**config.mk**
```make
export PLATFORM = sky130hd
export DESIGN_NAME = wishbone_interconnect_n
export DESIGN_NICKNAME = d
export VERILOG_FILES = /design/src/rtl/wishbone_interconnect_n.sv
export SDC_FILE = /design/constraint.sdc
export NUM_CORES = 1
export LEC_CHECK = 0
export ABC_CLOCK_PERIOD_IN_PS = 5500
export CAP_MARGIN = 20
export CORE_MARGIN = 2
export CORE_UTILIZATION = 25
export DETAILED_ROUTE_END_ITERATION = 8
export PLACE_DENSITY_LB_ADDON = 0.05
export SLEW_MARGIN = 5
export SYNTH_ARGS = -nofsm -noshare
export SYNTH_HDL_FRONTEND = slang
export SYNTH_SLANG_ARGS = --single-unit
```
**constraint.sdc**
```tcl
create_clock -name clk -period 5.5 [get_ports clk]
set_input_delay 1.1 -clock clk [delete_from_list [all_inputs] [get_ports clk]]
set_output_delay 1.1 -clock clk [all_outputs]
set_load 0.05 [all_outputs]
```
**src/rtl/wishbone_interconnect_n.sv**
```systemverilog
// Single-master Wishbone router: adr[31:24] picks slave k, local IRQ block at ADDR_INT, unmapped -> ack with 0.
// Ack two edges after strobe sample; master holds stb until ack; optional watchdog under `WBI_TIMEOUT_EN`.
module wishbone_interconnect_n #(
   parameter int          NUM_SLAVES = 2,
   parameter logic [7:0]  ADDR_INT   = 8'hFF,
   parameter int          TIMEOUT    = 1024
) (
   input  logic                      clk,
   input  logic                      rst,
   input  logic                      m_we_i,
   input  logic                      m_cyc_i,
   input  logic                      m_stb_i,
   input  logic [3:0]                m_sel_i,
   input  logic [31:0]               m_adr_i,
   input  logic [31:0]               m_dat_i,
   output logic [31:0]               m_dat_o,
   output logic                      m_ack_o,
   output logic                      m_err_o,
   output logic                      m_int_o,
   output logic [NUM_SLAVES-1:0]     s_we_o,
   output logic [NUM_SLAVES-1:0]     s_cyc_o,
   output logic [NUM_SLAVES-1:0]     s_stb_o,
   output logic [4*NUM_SLAVES-1:0]   s_sel_o,
   output logic [32*NUM_SLAVES-1:0]  s_adr_o,
   output logic [32*NUM_SLAVES-1:0]  s_dat_o,
   input  logic [32*NUM_SLAVES-1:0]  s_dat_i,
   input  logic [NUM_SLAVES-1:0]     s_ack_i,
   input  logic [NUM_SLAVES-1:0]     s_int_i
);
   typedef enum logic [1:0] {IDLE, BUSY, RESP, WAIT} state_t;
   localparam logic [8:0] NS9 = 9'(NUM_SLAVES);

   state_t                state_q, state_d;
   logic [7:0]            idx_q, idx_d;
   logic [23:0]           off_q, off_d;
   logic                  we_q, we_d;
   logic [3:0]            bsel_q, bsel_d;
   logic [31:0]           wdat_q, wdat_d;
   logic                  act_q, act_d;
   logic [31:0]           dat_q, dat_d;
   logic                  ack_q, ack_d;
   logic                  err_q, err_d;
   logic                  int_q, int_d;
   logic [NUM_SLAVES-1:0] mask_q, mask_d;

   logic [NUM_SLAVES-1:0] slv_oh;
   logic                  ack_hit;
   logic [31:0]           rd_slv, mask_ext, irq_ext, reg_rd;

`ifdef WBI_TIMEOUT_EN
   logic [31:0]           cnt_q, cnt_d;
`else
   logic [31:0]           unused_timeout;
   assign unused_timeout = 32'(TIMEOUT);
`endif

   always_comb begin
      slv_oh   = '0;
      rd_slv   = '0;
      mask_ext = '0;
      irq_ext  = '0;
      reg_rd   = '0;
      for (int k = 0; k < NUM_SLAVES; k++) begin
         slv_oh[k]   = act_q && (idx_q == 8'(k));
         if (idx_q == 8'(k)) rd_slv = s_dat_i[32*k +: 32];
         mask_ext[k] = mask_q[k];
         irq_ext[k]  = s_int_i[k];
      end
      ack_hit = |(s_ack_i & slv_oh);
      case (off_q[3:0])
         4'h0:    reg_rd = irq_ext & mask_ext;
         4'h1:    reg_rd = mask_ext;
         4'h2:    reg_rd = irq_ext;
         default: reg_rd = '0;
      endcase
   end

   // Only the latched, selected slave ever sees non-zero request fields.
   always_comb begin
      s_we_o  = '0;
      s_sel_o = '0;
      s_adr_o = '0;
      s_dat_o = '0;
      for (int k = 0; k < NUM_SLAVES; k++) begin
         if (slv_oh[k]) begin
            s_we_o[k]          = we_q;
            s_sel_o[4*k +: 4]  = bsel_q;
            s_adr_o[32*k +: 32] = {8'h00, off_q};
            s_dat_o[32*k +: 32] = wdat_q;
         end
      end
      s_cyc_o = slv_oh;
      s_stb_o = slv_oh;
   end

   always_comb begin
      state_d = state_q;
      idx_d   = idx_q;
      off_d   = off_q;
      we_d    = we_q;
      bsel_d  = bsel_q;
      wdat_d  = wdat_q;
      act_d   = act_q;
      dat_d   = dat_q;
      ack_d   = 1'b0;
      err_d   = 1'b0;
      mask_d  = mask_q;
      int_d   = |(s_int_i & mask_q);
`ifdef WBI_TIMEOUT_EN
      cnt_d   = cnt_q;
`endif
      case (state_q)
         IDLE: begin
            if (m_cyc_i && m_stb_i) begin
               idx_d  = m_adr_i[31:24];
               off_d  = m_adr_i[23:0];
               we_d   = m_we_i;
               bsel_d = m_sel_i;
               wdat_d = m_dat_i;
               if ({1'b0, m_adr_i[31:24]} < NS9) begin
                  act_d   = 1'b1;
                  state_d = BUSY;
`ifdef WBI_TIMEOUT_EN
                  cnt_d   = '0;
`endif
               end else begin
                  state_d = RESP;
               end
            end
         end
         BUSY: begin
            if (!m_cyc_i) begin
               act_d   = 1'b0;
               state_d = IDLE;
            end else if (ack_hit) begin
               dat_d   = rd_slv;
               ack_d   = 1'b1;
               act_d   = 1'b0;
               state_d = RESP;
`ifdef WBI_TIMEOUT_EN
            end else if (cnt_q == 32'(TIMEOUT - 1)) begin
               dat_d   = 32'hDEAD_0000 | {24'h0, idx_q};
               err_d   = 1'b1;
               act_d   = 1'b0;
               state_d = RESP;
            end else begin
               cnt_d   = cnt_q + 32'd1;
`endif
            end
         end
         RESP: begin
            // Slave responses were already acked on the BUSY exit edge.
            if ({1'b0, idx_q} >= NS9) begin
               ack_d = 1'b1;
               if (idx_q == ADDR_INT) begin
                  dat_d = reg_rd;
                  if (we_q && off_q[3:0] == 4'h1) begin
                     for (int k = 0; k < NUM_SLAVES; k++)
                        if (bsel_q[k/8]) mask_d[k] = wdat_q[k];
                  end
               end else begin
                  dat_d = '0;
               end
            end
            state_d = WAIT;
         end
         default: begin
            if (!m_stb_i) state_d = IDLE;
         end
      endcase
   end

   always_ff @(posedge clk) begin
      if (!rst) begin
         state_q <= IDLE;
         idx_q   <= '0;
         off_q   <= '0;
         we_q    <= 1'b0;
         bsel_q  <= '0;
         wdat_q  <= '0;
         act_q   <= 1'b0;
         dat_q   <= '0;
         ack_q   <= 1'b0;
         err_q   <= 1'b0;
         int_q   <= 1'b0;
         mask_q  <= '0;
`ifdef WBI_TIMEOUT_EN
         cnt_q   <= '0;
`endif
      end else begin
         state_q <= state_d;
         idx_q   <= idx_d;
         off_q   <= off_d;
         we_q    <= we_d;
         bsel_q  <= bsel_d;
         wdat_q  <= wdat_d;
         act_q   <= act_d;
         dat_q   <= dat_d;
         ack_q   <= ack_d;
         err_q   <= err_d;
         int_q   <= int_d;
         mask_q  <= mask_d;
`ifdef WBI_TIMEOUT_EN
         cnt_q   <= cnt_d;
`endif
      end
   end

   assign m_dat_o = dat_q;
   assign m_ack_o = ack_q;
   assign m_err_o = err_q;
   assign m_int_o = int_q;
endmodule

```
After elaboration in Yosys (flattened, before gate mapping). Index checks and enable logic that the tools add are counted.

Latch bits: 0. Input port bits: 141. Logic and storage cells: 76. Output and inout port bits: 177. Bits in read-only memories: 0. Flip-flop bits (word level): 108. RAM bits: 0. Memories: 0.

Multipliers: 0. Add/sub/neg operators: 0. Equal/unequal tests: 13. Muxes and demuxes: 31. Bitwise gates (word level): 3. Shift operators: 0. Div/mod/pow operators: 0. Order comparisons: 2. Reduce and logical (&&, ||, !) cells: 16.

Operators with widths (count): 32-bit two-way mux (8); 32-bit case mux with 2 select lines (1); 24-bit two-way mux (2); 2-bit case mux with 3 select lines (2); 2-bit two-way mux (5); 2-bit != test, second input constant (5); 1-bit two-way mux (9); 8-bit by 1-bit equality test with 1-bit output, second input constant (1); 8-bit equality test, second input constant (1); 8-bit by 2-bit greater-or-equal comparator with 1-bit output, second input constant (1); 8-bit logical NOT (1); 8-bit by 2-bit less-than comparator with 1-bit output, second input constant (1); 4-bit two-way mux (2); 4-bit AND reduction (2); 2-bit bitwise AND (3); 5-bit AND reduction (1); 4-bit by 1-bit equality test with 1-bit output, second input constant (1); 4-bit by 2-bit equality test with 1-bit output, second input constant (1); 1-bit logical AND (4); 4-bit logical NOT (1); 4-bit by 1-bit != test with 1-bit output, second input constant (1); 1-bit case mux with 2 select lines (2); 2-bit nonzero test (2); 2-bit OR reduction (2); 6 further kinds (6).

Logic depth before layout (Yosys ltp). Gate-level depths: netlist (run 1).

Depth in word-level cells: 7. Mapped depth: 8. Depth with buffers taken out: 6.

Worst setup path before layout (run 1). No wires, ideal clock.

Path type: register -> output. From: register idx_q[4]. To: output port s_adr_o[17]. Stages on the path, launching flop included: 6. Data arrival time: 2351 ps. Setup slack: 2049 ps. Data required time: 4400 ps. Path buffers: 1. Cell sequence: dfxtp_1 > nor4_4 > nand2_2 > nor3b_2 > clkbuf_1 > and2_1.

Cells in the longest elaborated chain, start to end: 3.

Ends and longest elaborated chain: from (decl) (RTL line 34) `logic [7:0] idx_q, idx_d;`; from (signal assigned) (RTL line 192) `idx_q <= idx_d;`; 8-bit logical NOT (RTL line 64) `slv_oh[k] = act_q && (idx_q == 8'(k));`; 1-bit logical AND (RTL line 64); named net s_cyc_o[0] (RTL line 21) `output logic [NUM_SLAVES-1:0] s_cyc_o,`; 24-bit two-way mux (RTL line 85) `if (slv_oh[k]) begin`; to (decl) (RTL line 24) `output logic [32*NUM_SLAVES-1:0] s_adr_o,`.

The timed path passes the listed nets, and every way through them passes these cells.

Final worst setup path (run 1).
From: register idx_q[4]. To: output port s_adr_o[21].

Cells in the longest elaborated chain, start to end: 3.

Ends and longest elaborated chain (RTL line): 8-bit logical NOT (64); 1-bit logical AND (64); 24-bit two-way mux (85).

Every way passes these cells.

==> results.toml, run 1 <==
[yosys]
synthXorXnorAreaFrac = 0
synth_edf_count = 0
yosysUniqueCellTypes = 46
netlist_area_mm2 = 0.00554
synth_top_cell_by_area = "dfxtp_1"
synthCells = 711
avgSynthCellArea_um2 = 7.79
synth-simple-area-share = 0.345
synth_compound_area_frac = 0.120
seq_area_frac_synth = 0.390
synthTopCellsByCount = "nand2_1, and2_1, dfxtp_1, a21oi_1, clkbuf_1"
yosysWarnings = 0
synth-adder-area-share = 0.00904
synth-async-reset-ratio = 0
ys.flop_type = "dfxtp_1"
synth_top_area_frac = 0.390
ys_top_cells_by_area = "dfxtp_1, and2_1, nand2_1, a21oi_1, mux2i_1"
synth_top_family_by_area = "simple AND/OR/NAND/NOR gates"
synth_seq_cells = 108
synth.most_common_cell = "nand2_1"
synth_mux_area_frac = 0.0635

[finish]
fillers = 2240
nets = 1113
drive_gt1_frac = 0.0360
diodes = 0
final_cells = 1253
synthToLayoutAreaGrowth_pct = 61.4
final_core_utilization = 0.411

[clock_tree]
postCtsHoldBufs = 0
clk_pin_slew_ns = 0.08
clkSinkCount = 108
clk_latency_ns = 0.35
h-tree-depth = 3
cts_setup_buffers = 0
cts_tree = "done"
cts_resized = 0
cts_inserted_buffers = 9
root_buffer = "clkbuf_16"
cts.path.max_buffers = 2

[pwr]
pwr_density_cell_mw_per_mm2 = 226
p_leak_nw = 3.08
ir_worst_vdd_mv = 0.132
power_mw = 2.02

[worst_setup_path]
critPathTopFamily = "simple AND/OR/NAND/NOR gates"
slowest_stage = "clkdlybuf4s50_1"
worst-setup-path-type = "flop to primary output"
cp-end-kind = "primary output"
arrival_ns = 3.39
worst-path-max-fanout = 63
critPathLaunchType = "flop"
cp.depth = 6
reg2reg_depth = 5
crit_chain = "nor4_4, nand2_2, nor3b_4, buf_4, and2_1, clkdlybuf4s50_1"
cp_num_buf_inv = 2
max_stage_delay_ns = 0.81
critPathRequiredTime_ns = 4.40

[sta]
fin_crit_sh = 0.816
fmax_ghz = 0.223
rsz0062_at_grt = "no"
finClkSkew_ns = 0.0117
relSlewSlack = 0.382
drv_slew = 0
tightest_slew_ns = 0.927
fin_setup_tns_ns = 0
hold_violations = 0
holdWs_ns = 0.461
fin_crit_ns = 4.49
setup_viol = 0

[placed_design]
gp_congestion = 0.725
dp.cells = 1237
dp_hpwl_um = 14000
portBuffers = 300

[drt]
drtIter0Drc = 259
firstDrtPassIters = 4
drc_errors = 0
viasPerCell = 4.54
wirelength_um = 20000
dr_total_vias = 5689
ant_nets = 0
routedWlPerCell_um = 15.9

[floorplan]
initial_utilization = 0.255
fp.dieW_um = 153
rows = 54
io_pins = 318
die_area_mm2 = 0.0234
core_area_mm2 = 0.0218
die_h_um = 153

[min_path]
hold_depth = 2
min_path_type = "flop to flop"

[grt]
grt-ovfl-total = 0
grt_max_degree = 74
grt_pass1_wl_um = 32000
grt_pass1_vias = 5719
antenna_found_initial = 0
grt_util_all_layers = 0.169

[flow_run]
max_cap_viol_count = 0

[status]
outcome = "complete, no violations"
==> layout by cell type, fill, tap and decap left out, drive strengths merged, types with 3 or more instances in the layout <==
cell type / synthesis / layout
clkdlybuf4s50: 0 / 300
nand2: 143 / 143
and2: 124 / 124
dfxtp: 108 / 108
a21oi: 102 / 102
mux2i: 34 / 34
nand3: 32 / 32
or4: 31 / 31
conb: 1 / 17
clkbuf: 52 / 11
buf: 27 / 9
inv: 5 / 5
clkinv: 0 / 5
ha: 4 / 4
nor4: 4 / 4
nor3: 4 / 4
nor2: 3 / 3
and3: 3 / 3
nand4: 3 / 3
==> where the power goes <==
group          internal [mW]  leakage (nW)  switching [mW]
Sequential             0.839         0.878          0.0528
Combinational          0.201          2.07           0.311
Clock                  0.310         0.134           0.309
Total                   1.35          3.08           0.672
==> per-stage QoR <==
| step | instance area (µm²) | setup WS, ns |
|---|---|---|
| 2_1_floorplan | 5600 | 2.05 |
| 3_3_place_gp | 8670 | 1.32 |
| 3_5_place_dp | 8670 | 1.32 |
| 4_1_cts | 8940 | 0.932 |
| 5_1_grt | 8940 | 0.707 |
| 6_report | 8940 | 1.01 |
==> layer usage <==
| metal | up-vias | global-route usage | wire length (µm) |
|---|---|---|---|
| met5 | - | 0 | 0 |
| met4 | 0 | 0.0582 | 447 |
| met3 | 24 | 0.0522 | 1560 |
| met2 | 210 | 0.263 | 8710 |
| met1 | 2574 | 0.222 | 9260 |
| li1 | 2881 | - | - |
==> sequential cells by signal (all words and copies together) (netlist names) <==
name     count
m_dat_o     32
wdat_q      32
off_q       24
idx_q        8
bsel_q       4
mask_q       2
state_q      2
act_q        1
m_ack_o      1
m_int_o      1
we_q         1
==> final timing paths <==
kind / startpoint / endpoint / slack (ns)
worst max-delay path: idx_q[4] / s_adr_o[21] / 1.01
worst max register to register: idx_q[0] / m_dat_o[31] / 2.68
worst min register to register: wdat_q[3] / wdat_q[3] / 0.46
worst min-delay path: wdat_q[3] / wdat_q[3] / 0.46
==> layout make-up <==
type,instances,area (µm²),share of cell area
well taps,280,350,0.0392
flip-flops and latches,108,2160,0.242
inverters,5,20.0,0.00224
clock inverters,5,36.3,0.00406
clock buffers,11,233,0.0260
multi-input cells,535,3060,0.343
repair buffers,309,3070,0.344
==> worst reg2reg max path: cells and delay by family, from the launching register on <==
family | cells | cell delay, ns
buf+inv | 1 | 0.50
simple gates | 2 | 1.32
compound gates | 1 | 0.15
flops | 1 | 0.38
mux | 1 | 0.38
==> cells by family after synthesis <==
| family | Yosys count |
|---|---|
| AOI/OAI and AO/OA | 122 |
| and+or+nand+nor | 357 |
| buffers and inverters | 84 |
| muxes | 35 |
| adders and majority gates | 4 |
| other | 1 |
| DFF | 108 |
Note: power is estimated with default switching activity, not from simulation.
==> run 2: changes to the inputs <==
--- a/config.mk
+++ b/config.mk
@@ -5,7 +5,7 @@
 export SDC_FILE = /design/constraint.sdc
 export NUM_CORES = 1
 export LEC_CHECK = 0
-export ABC_CLOCK_PERIOD_IN_PS = 5500
+export ABC_CLOCK_PERIOD_IN_PS = 4000
 export CAP_MARGIN = 20
 export CORE_MARGIN = 2
 export CORE_UTILIZATION = 25
==> constraint.sdc (replaced) <==
create_clock -name clk -period 4 [get_ports clk]
set_input_delay 0.8 -clock clk [delete_from_list [all_inputs] [get_ports clk]]
set_output_delay 0.8 -clock clk [all_outputs]
set_load 0.05 [all_outputs]
==> results.toml, run 2 (synthesis results as in run 1) <==
[placed_design]
gp_congestion = 0.764
dp_hpwl_um = 14400
portBuffers = 300
place_ws_ns = 0.701

[drt]
dr_total_vias = 5687
firstDrtPassIters = 4
viasPerCell = 4.51
drc_errors = 0
routedWlPerCell_um = 16.2
drtIter0Drc = 264
ant_nets = 0
wirelength_um = 20500

[worst_setup_path]
reg2reg_depth = 6
cp-startpoint = "idx_q[4]"
reg2reg_to = "m_dat_o[9]"
worst-path-max-fanout = 26
arrival_ns = 2.85
critPathRequiredTime_ns = 3.20
critPathLaunchType = "flop"
cp-end-kind = "primary output"
reg2reg_slack_ns = 1.61
r2r_start = "idx_q[0]"
worst-setup-path-type = "flop to primary output"
timing.critical_path.to = "s_dat_o[2]"

[clock_tree]
clkSinkCount = 108
clk_pin_slew_ns = 0.08
cts_setup_buffers = 0
root_buffer = "clkbuf_16"
cts_inserted_buffers = 9
cts.path.max_buffers = 2
cts_tree = "done"
cts_resized = 0
h-tree-depth = 3
postCtsHoldBufs = 0
clk_latency_ns = 0.36

[pwr]
internal_power_mw = 2.02
p_leak_nw = 3.22
ir_worst_vdd_mv = 0.209
p_sw_frac = 0.320
pwr_density_cell_mw_per_mm2 = 331
p_switching_mw = 0.949
comb_power_share = 0.244
seq_power_share = 0.413
clkPwrFrac = 0.343

[floorplan]
die_h_um = 153
rows = 54
core_area_mm2 = 0.0218
die_area_mm2 = 0.0234
io_pins = 318
initial_utilization = 0.255
fp.dieW_um = 153

[finish]
drive_gt1_frac = 0.0817
multi_input_area_mm2 = 0.00306
fillers = 2267
layout_common_cells = "clkdlybuf4s50_1, nand2_1, and2_1"
synthToLayoutAreaGrowth_pct = 61.9
seq_area_mm2 = 0.00216
layout_commonest_cell = "clkdlybuf4s50_1"
nets = 1119

[min_path]
min_path_type = "flop to flop"
hold_depth = 2

[sta]
setup_viol = 0
relSlewSlack = 0.510
fmax_ghz = 0.274
finClkSkew_ns = 0.0105
fin_crit_sh = 0.912
drv_slew = 0
fin_crit_ns = 3.65
hold_violations = 0
tightest_slew_ns = 0.735
setup_ws_ns = 0.353
rsz0062_at_grt = "no"
fin_setup_tns_ns = 0

[status]
outcome = "complete, no violations"

[grt]
antenna_found_initial = 1
grt_max_degree = 48
grt-ovfl-total = 0
grt_util_all_layers = 0.172
grt_pass1_vias = 5582
grt_pass1_wl_um = 32400

[flow_run]
max_cap_viol_count = 0
[run 2: cell count changes in the layout (fill, tap and decap cells not counted)]
cell and change:
buf_12 +1, buf_4 +42, bufinv_16 +2, clkbuf_1 -2, clkbuf_8 +1, clkdlybuf4s50_1 -37
clkinv_2 -1, clkinv_4 -2, diode_2 +1, inv_6 +1, inv_8 +1
[run 2: layout make-up]
class / instances / area share
clock inverters: 6 / 0.0105
flip-flops and latches: 108 / 0.241
diodes: 1 / 0.000279
well taps: 280 / 0.0391
multi-input cells: 535 / 0.342
inverters: 5 / 0.00223
repair buffers: 315 / 0.338
clock buffers: 10 / 0.0266
[run 2: layer usage]
layer | up-vias | share of wire | global-route usage
met4 | 0 | 0.011 | 0.0445
met5 | - | 0 | 0
li1 | 2890 | - | -
met1 | 2594 | 0.47 | 0.237
met2 | 191 | 0.44 | 0.263
met3 | 12 | 0.071 | 0.0493
[run 2: metrics by stage]
step / power (mW) / hold slack (ns) / std cells / area (µm²) / utilization
final: 2.97 / 0.463 / 1260 / 8970 / 0.412
after detailed placement: 1.98 / 0.454 / 1243 / 8630 / 0.397
after global placement: 1.99 / 0.452 / 1243 / 8630 / 0.397
after floorplan: 1.67 / 0.440 / 727 / 5600 / -
after global routing: 3.14 / 0.481 / 1260 / 8970 / 0.412
after CTS: 3.02 / 0.465 / 1259 / 8970 / 0.412
[run 2: worst max-delay path: stages (launching register included)]
cell and delay, ns:
dfxtp_1 0.35, nor4_4 0.44, nand2_2 0.13, nor3b_4 0.30, buf_4 0.30, and2_1 0.17
clkdlybuf4s50_1 0.81
[run 2: how the worst min path moves through the flow]
stage / end / startpoint / slack [ns]
after floorplan: bsel_q[1] / bsel_q[1] / 0.44
after global placement: wdat_q[5] / wdat_q[5] / 0.45
after detailed placement: wdat_q[5] / wdat_q[5] / 0.45
after CTS: m_dat_o[25] / m_dat_o[25] / 0.46
after global routing: wdat_q[5] / wdat_q[5] / 0.48
final: m_dat_o[12] / m_dat_o[12] / 0.46
[run 2: power by group through the flow]
stage / registers (mW) / clock network (mW) / logic [mW]
floorplan: 1.24 / 0 / 0.436
global placement: 1.25 / 0 / 0.735
detailed placement: 1.25 / 0 / 0.731
CTS: 1.23 / 1.05 / 0.735
global route: 1.24 / 1.10 / 0.801
finish: 1.23 / 1.02 / 0.724
==> run 3: changes to the inputs <==
--- a/config.mk
+++ b/config.mk
@@ -10,8 +10,9 @@
 export CORE_MARGIN = 2
 export CORE_UTILIZATION = 25
 export DETAILED_ROUTE_END_ITERATION = 8
+export DONT_BUFFER_PORTS = 1
 export PLACE_DENSITY_LB_ADDON = 0.05
-export SLEW_MARGIN = 5
+export SLEW_MARGIN = 20
 export SYNTH_ARGS = -nofsm -noshare
 export SYNTH_HDL_FRONTEND = slang
 export SYNTH_SLANG_ARGS = --single-unit
==> results.toml, run 3 (synthesis results as in run 1) <==
[floorplan]
die_area_mm2 = 0.0234
die_h_um = 153
io_pins = 318
initial_utilization = 0.255
rows = 54
fp.dieW_um = 153
core_area_mm2 = 0.0218

[worst_setup_path]
critPathRequiredTime_ns = 3.20
reg2reg_depth = 4
critPathLaunchType = "flop"
cp-end-kind = "primary output"
worst-setup-path-type = "flop to primary output"
arrival_ns = 2.69
worst-path-max-fanout = 62

[sta]
finClkSkew_ns = 0.00967
fin_setup_tns_ns = 0
fmax_ghz = 0.287
rsz0062_at_grt = "no"
fin_crit_ns = 3.49
setup_viol = 0
relSlewSlack = 0.426
tightest_slew_ns = 0.861
fin_crit_sh = 0.872
holdWs_ns = 0.464
hold_violations = 0
drv_slew = 0

[drt]
drc_errors = 0
firstDrtPassIters = 4
wirelength_um = 17600
drtIter0Drc = 173
ant_nets = 0
viasPerCell = 4.89
dr_total_vias = 4731
routedWlPerCell_um = 18.2

[finish]
fillers = 2373
final_cells = 967
nets = 826
seq_area_mm2 = 0.00216
layout_commonest_cell = "nand2_1"
synthToLayoutAreaGrowth_pct = 8.81
layout_common_cells = "nand2_1, and2_1, dfxtp_1"
multi_input_area_mm2 = 0.00306
final_core_utilization = 0.277
drive_gt1_frac = 0.0714

[grt]
grt_pass1_vias = 4521
antenna_found_initial = 1
grt_util_all_layers = 0.144
grt-ovfl-total = 0
grt_max_degree = 64
grt_pass1_wl_um = 26500

[clock_tree]
cts_tree = "done"
cts_resized = 0
cts_setup_buffers = 0
cts_inserted_buffers = 9
h-tree-depth = 3
postCtsHoldBufs = 0
clk_pin_slew_ns = 0.08
cts.path.max_buffers = 2
root_buffer = "clkbuf_16"
clkSinkCount = 108
clk_latency_ns = 0.35

[placed_design]
portBuffers = 0
dp_hpwl_um = 12400
dp.cells = 950
gp_congestion = 0.729

[pwr]
ir_worst_vdd_mv = 0.193
p_leak_nw = 2.06
pwr_density_cell_mw_per_mm2 = 439

[flow_run]
max_cap_viol_count = 0

[status]
outcome = "complete, no violations"

[min_path]
min_path_type = "flop to flop"
hold_depth = 2
## run 3: cell types whose count changed in the layout (fill, tap and decap cells not counted), moves of 2 or more
cell / previous run / this run
buf_4: 51 / 22
bufinv_16: 2 / 0
clkdlybuf4s50_1: 263 / 0
clkinv_2: 2 / 4
## run 3: layout make-up
| class | count | area share |
|---|---|---|
| Antenna cell | 1 | 0.000415 |
| Timing Repair Buffer | 22 | 0.0274 |
| Clock buffer | 10 | 0.0380 |
| Tap cell | 280 | 0.0581 |
| Sequential cell | 108 | 0.359 |
| Multi-Input combinational cell | 535 | 0.507 |
| Inverter | 5 | 0.00332 |
| Clock inverter | 6 | 0.00664 |
## run 3: metrics by stage
step                cell area, µm²  total power, mW  setup WS (ns)
floorplan                     5600             1.67          0.849
global placement              5760             1.82          0.918
detailed placement            5760             1.83          0.839
CTS                           6020             2.70          0.449
global route                  6030             2.81          0.289
finish                        6030             2.64          0.514
## run 3: per-layer routing
layer  track usage  vias to the layer above  routed length (µm)
li1              -                     2310                   -
met1         0.178                     2193                7510
met2         0.243                      210                8450
met3        0.0417                       18                1350
met4        0.0419                        0                 312
met5             0                        -                   0
## run 3: path summary, 6_finish.rpt
| kind | from | end | slack [ns] |
|---|---|---|---|
| max | idx_q[4] | s_dat_o[45] | 0.51 |
| max reg2reg | idx_q[0] | m_dat_o[6] | 1.42 |
| min | off_q[13] | off_q[13] | 0.46 |
| min reg2reg | off_q[13] | off_q[13] | 0.46 |
## run 3: critical path: stages (launching register included)
cell and delay [ns]:
dfxtp_1 0.35, nor4_4 0.45, and2_1 0.20, and3_2 0.76, and2_1 0.55
## run 3: power breakdown
group / total [mW] / switching [mW] / internal (mW)
logic: 0.537 / 0.378 / 0.159
registers: 1.25 / 0.0990 / 1.15
clock network: 0.855 / 0.431 / 0.424
